[config.mk]
export PLATFORM = sky130hd
export DESIGN_NAME = fetch_pc_unit
export DESIGN_NICKNAME = d
export VERILOG_FILES = /design/src/rtl/fetch_pc_unit.sv
export SDC_FILE = /design/constraint.sdc
export NUM_CORES = 1
export LEC_CHECK = 0
export ABC_AREA = 0
export ABC_CLOCK_PERIOD_IN_PS = 4300
export CAP_MARGIN = 20
export CORE_AREA = 2 2 74 111
export DETAILED_ROUTE_END_ITERATION = 6
export DIE_AREA = 0 0 76 113
export PLACE_DENSITY = 0.82
export SKIP_LAST_GASP = 1
export SLEW_MARGIN = 10
export SYNTH_ARGS = -nofsm -noshare
export SYNTH_HDL_FRONTEND = slang
export SYNTH_SLANG_ARGS = --single-unit
[constraint.sdc]
create_clock -name CLK -period 4.3 [get_ports CLK]
set_clock_uncertainty 0.1 [all_clocks]
set_input_delay 1.29 -clock CLK [delete_from_list [all_inputs] [get_ports CLK]]
set_output_delay 1.29 -clock CLK [all_outputs]
set_load 0.1 [all_outputs]
[src/rtl/fetch_pc_unit.sv]
// Program counter and instruction-fetch sequencer for the vector front end.
// Next-PC sums come from the external pcadder via Add_A/Add_B -> Add_C.
module fetch_pc_unit #(
    parameter logic [15:0] RESET_PC  = 16'h0000,
    parameter logic [15:0] INSTR_INC = 16'd1
) (
    input  logic        CLK,
    input  logic        Reset,
    input  logic        Enable,
    output logic        Mem_Req,
    output logic [15:0] Mem_Addr,
    input  logic        Mem_Ack,
    input  logic [15:0] Mem_Data,
    output logic [15:0] Add_A,
    output logic [15:0] Add_B,
    input  logic [15:0] Add_C,
    input  logic        Br_Taken,
    input  logic [15:0] Br_Base,
    input  logic [15:0] Br_Offset,
    output logic [15:0] IR,
    output logic [15:0] IR_PC,
    output logic        IR_Valid,
    input  logic        IR_Ready,
    output logic [15:0] PC
);

    typedef enum logic [1:0] {
        HALT    = 2'd0,
        FETCH   = 2'd1,
        DELIVER = 2'd2
    } state_t;

    state_t      state, state_nx, resume;
    logic [15:0] pc, pc_nx;
    logic [15:0] ir, ir_nx;
    logic [15:0] ir_pc, ir_pc_nx;
    logic [15:0] pend_tgt, pend_tgt_nx;
    logic        pend, pend_nx;

    assign Add_A    = Br_Taken ? Br_Base   : pc;
    assign Add_B    = Br_Taken ? Br_Offset : INSTR_INC;
    assign Mem_Req  = (state == FETCH);
    assign Mem_Addr = pc;
    assign IR_Valid = (state == DELIVER);
    assign IR       = ir;
    assign IR_PC    = ir_pc;
    assign PC       = pc;

    always_ff @(posedge CLK or posedge Reset) begin
        if (Reset) begin
            state    <= HALT;
            pc       <= RESET_PC;
            ir       <= 16'h0000;
            ir_pc    <= 16'h0000;
            pend     <= 1'b0;
            pend_tgt <= 16'h0000;
        end else begin
            state    <= state_nx;
            pc       <= pc_nx;
            ir       <= ir_nx;
            ir_pc    <= ir_pc_nx;
            pend     <= pend_nx;
            pend_tgt <= pend_tgt_nx;
        end
    end

    // A redirect seen while a request is outstanding is parked in pend_tgt,
    // since the memory request cannot be withdrawn before its ack.
    always_comb begin
        state_nx    = state;
        pc_nx       = pc;
        ir_nx       = ir;
        ir_pc_nx    = ir_pc;
        pend_nx     = pend;
        pend_tgt_nx = pend_tgt;
        resume      = Enable ? FETCH : HALT;

        case (state)
            HALT: begin
                if (Br_Taken) pc_nx = Add_C;
                if (Enable) state_nx = FETCH;
            end
            FETCH: begin
                if (Mem_Ack) begin
                    pend_nx = 1'b0;
                    if (Br_Taken) begin
                        pc_nx    = Add_C;
                        state_nx = resume;
                    end else if (pend) begin
                        pc_nx    = pend_tgt;
                        state_nx = resume;
                    end else begin
                        ir_nx    = Mem_Data;
                        ir_pc_nx = pc;
                        pc_nx    = Add_C;
                        state_nx = DELIVER;
                    end
                end else if (Br_Taken) begin
                    pend_nx     = 1'b1;
                    pend_tgt_nx = Add_C;
                end
            end
            DELIVER: begin
                if (Br_Taken) begin
                    pc_nx    = Add_C;
                    state_nx = resume;
                end else if (IR_Ready) begin
                    state_nx = resume;
                end
            end
            default: state_nx = HALT;
        endcase
    end

endmodule

# Yosys cells after proc, flatten, opt, wreduce, memory -nomap -nowiden
# Index checks and enable logic that the tools add are counted.
# word_totals
register_bits	67
inputBits	70
output_inout_bits	98
elab_cells	41
# op_classes
n_eq_ne	6
mux	17
n_bitwise	3
reduce_logical	9
# ops
op	n
$mux W16	6
$pmux W16 S2	1
$mux W2	6
$reduce_and A3 Y1	3
$pmux W2 S3	1
$ne A2 B1 Y1 const B	2
$reduce_and A4 Y1	1
$reduce_bool A2 Y1	2
$mux W1	3
$ne A3 B2 Y1 const B	1
$not A1 Y1	3
$eq A2 B1 Y1 const B	1
$eq A2 B2 Y1 const B	1
$logic_not A2 Y1	1
$ne A2 B2 Y1 const B	1
$reduce_and A2 Y1	1
$reduce_or A2 Y1	1

# Longest topological paths before layout
# logic_depth
ltp_word	5
depth_mapped	6
mapped_depth_nobuf	3

# Least setup slack after synthesis
# No wires, ideal clock.
# synth_path
path_type	input to output
from	input port Br_Taken
to	output port Add_B[15]
arrival_ns	2.511
slack_ns	0.399
path_stages	3
n_path_buf	2
cell_sequence	buf_2 > clkbuf_1 > and2_1
# synth_between
elab_chain_cells	1
# synth_lines
element	line_no	source
start: declaration	17	input logic Br_Taken,
$mux W16	41	assign Add_B = Br_Taken ? Br_Offset : INSTR_INC;
end: declaration	15	output logic [15:0] Add_B,
# No other way between the ends.

# Final worst setup path
# layout_path
from	input port Br_Taken
to	output port Add_A[12]
# layout_between
elab_chain_cells	1
# layout_lines
element	line_no	source
$mux W16	40	assign Add_A = Br_Taken ? Br_Base : pc;
end: declaration	14	output logic [15:0] Add_A,
# No other way between the ends.

==> results.md <==
- Max-Slew Margin vs Limit: 33.4%
- Post-route clock period utilization: 92.4%
- Die Span Y: 113 um
- Drt first-iter violations: 67
- Hold_buf cts: 0
- CP Launch Type: input pin
- Fillers: 513
- Floorplan core area: 7560 sq um
- Critical Path AT: 2.59 ns
- Die area: 8590 sq um
- H-tree depth: 3
- Mean post-synth cell area: 14.2 sq um
- Number of warnings printed during yosys synthesis: 0
- Post-route minimum period: 3.98 ns
- Setup TNS Final: 0 ns
- DR vias: 2,322
- Fin. max-slew vios: 0
- Postcts setup bufs: 0
- Remaining routing DRC violations: 0
- Detailed Place HPWL: 5940 um
- Hold worst-path end: pend_tgt[1]$_DFFE_PP0P_
- Final hold violations: 0
- Maximum count of clock buffers along a single path: 2
- Number of sinks driven by the clock tree: 67
- All-layer global routing usage: 19.2%
- TritonCTS clock tree: built
- Initial core utilization: 42.1%
- Initial antenna violation count: 0
- Via-to-Cell Ratio: 4.81
- Horiz. Die Dim: 76 um
- Final estimated routing congestion in global placement: 0.716
- Final non-filler cell total: 483
- CP Max Fanout: 38
- Status: finished, final reports clean
- Number of antenna-violating nets in the routed design: 0
- Antenna Diode Count: 0
- Critical Path End Type: output port
- Cells after synthesis: 225
- Number of different library cells in the post-synthesis netlist: 22
- Inserted Clock Buffers: 9
- Worst Reg-to-Reg Cells: 3
- Unrepaired setup endpoints after global routing: no
- Number of storage elements in the synthesis netlist: 67
- Critical path type: input pin to output port
- Worst Path Required: 2.91 ns
- CTS clk-pin slew, worst paths: 0.05 ns
- Final #Nets: 447
- Worst hold path startpoint: pend_tgt[1]$_DFFE_PP0P_
- Cell at the root of the clock tree: sky130_fd_sc_hd__clkbuf_16
- Synth Cell Area: 3190 sq um
- Area of combinational cells with multiple inputs: 1290 sq um
- Syn Nets: 295
- Via count of the first global-routing pass: 2,527
- Most common cell after layout, fill and taps aside: sky130_fd_sc_hd__clkdlybuf4s50_1
- Final routed wire length divided by cell count: 16.3 um
- Placed cells: 468
- Number of stages on the worst hold path: 1
- Hold Path Class: register to register
- WL final: 7890 um
- Worst reg2reg setup slack: 2.27 ns
- Clock Latency Late Sink: 0.32 ns
- Total overflow reported by the global router: 0
- First-pass GRT wire length: 12,800 um
- Utilization after layout: 72.0%
- Maximum number of pins on one net before global-route repair: 39
- Number of I/O pins: 168
- Min setup slack post-route: 0.325 ns
- Sequential share of the synthesized area: 52.6%
- Leading cell types in the layout, fill and taps excluded: sky130_fd_sc_hd__clkdlybuf4s50_1 (133), sky130_fd_sc_hd__mux2_2 (95), sky130_fd_sc_hd__dfrtp_1 (67)
- Quantity of I/O buffers inserted on ports: 167
- Final setup violation count: 0
- Sequential standard cell area: 1680 sq um
- R2r endpoint: pend_tgt[5]$_DFFE_PP0P_
- Top achievable clock speed: 252 MHz
- Slew at the pin with the worst max-slew slack: 0.996 ns
- Placement-stage worst setup slack: 0.323 ns
- Reported max-cap violation count: 0
- Critical path origin: Br_Taken
- Number of cells upsized or downsized after cts: 0
- Number of placement rows: 39
- Layout cells sized above 1: 39.4%
- Critical register-to-register path startpoint: state[0]$_DFFE_PP0P_
- Layout overhead on the synthesized area: 70.9%
- Count of TritonRoute iterations in the first routing pass: 4
critical path: stages:
cell	delay (ns)
sky130_fd_sc_hd__clkdlybuf4s50_1	0.51
sky130_fd_sc_hd__buf_12	0.21
sky130_fd_sc_hd__mux2_2	0.39
sky130_fd_sc_hd__buf_12	0.17
cells by family (layout without fill, tap and decap cells):
group | after synthesis | count (layout) | share of synthesized area (%)
AND/OR/NAND/NOR | 26 | 26 | 5.62
AO/OA/AOI/OAI | 4 | 4 | 0.864
buffers and inverters | 32 | 188 | 6.95
flip-flops | 67 | 67 | 52.6
multiplexers | 96 | 96 | 33.9
registers in the layout, indices dropped and copies added, names as in the netlist:
signal,count
pend,1
IR_PC,16
Mem_Addr,16
pend_tgt,16
IR,16
state,2
synth_stat cells:
master	n	area (sq um)
sky130_fd_sc_hd__mux2_2	95	1070
sky130_fd_sc_hd__dfrtp_1	67	1680
sky130_fd_sc_hd__buf_4	17	128
sky130_fd_sc_hd__and2_1	15	93.8
sky130_fd_sc_hd__buf_2	6	30.0
sky130_fd_sc_hd__buf_6	4	45.0
sky130_fd_sc_hd__inv_1	3	11.3
sky130_fd_sc_hd__a21oi_1	2	10.0
sky130_fd_sc_hd__clkbuf_1	2	7.51
sky130_fd_sc_hd__nand2b_1	2	12.5
sky130_fd_sc_hd__a22o_1	1	8.76
sky130_fd_sc_hd__and3b_1	1	8.76
sky130_fd_sc_hd__mux2_1	1	11.3
sky130_fd_sc_hd__nand2_1	1	3.75
sky130_fd_sc_hd__nand3_1	1	5.00
sky130_fd_sc_hd__nand3_2	1	10.0
sky130_fd_sc_hd__nand3b_2	1	11.3
sky130_fd_sc_hd__nor2_1	1	3.75
sky130_fd_sc_hd__nor2b_1	1	6.26
sky130_fd_sc_hd__nor2b_4	1	13.8
sky130_fd_sc_hd__o311ai_0	1	8.76
sky130_fd_sc_hd__or4b_2	1	10.0
final cells by class:
| class | count | area share (%) |
|---|---|---|
| flip-flops and latches | 67 | 30.8 |
| clock buffers | 13 | 4.78 |
| repair buffers | 170 | 37.6 |
| well taps | 102 | 2.34 |
| inverters | 3 | 0.207 |
| multi-input cells | 126 | 23.6 |
| clock inverters | 2 | 0.643 |
worst max-delay path by stage:
stage	cells after the start	endpoint	slack, ns
after floorplan	3	Add_B[15]	0.40
after global placement	4	Add_A[13]	0.34
after detailed placement	4	Add_A[12]	0.32
after CTS	4	Add_A[12]	0.32
after global routing	4	Add_A[12]	0.28
final	4	Add_A[12]	0.32
metal layers:
layer | track usage (%) | part of all wire [%] | up-vias
li1 | - | - | 1071
met1 | 20.4 | 37 | 1151
met2 | 36.0 | 55 | 88
met3 | 4.23 | 5.1 | 12
met4 | 8.97 | 2.1 | 0
met5 | 0 | 0 | -
metrics by stage:
step	instance area, sq um	hold WS [ns]
after CTS	5450	0.398
after global placement	5150	0.365
after detailed placement	5150	0.391
final	5450	0.390
after floorplan	3190	0.354
after global routing	5450	0.415
Power is left out: the tool's default activity adds up to more than one toggle a clock period on the data nets, which glitch-free logic cannot reach.
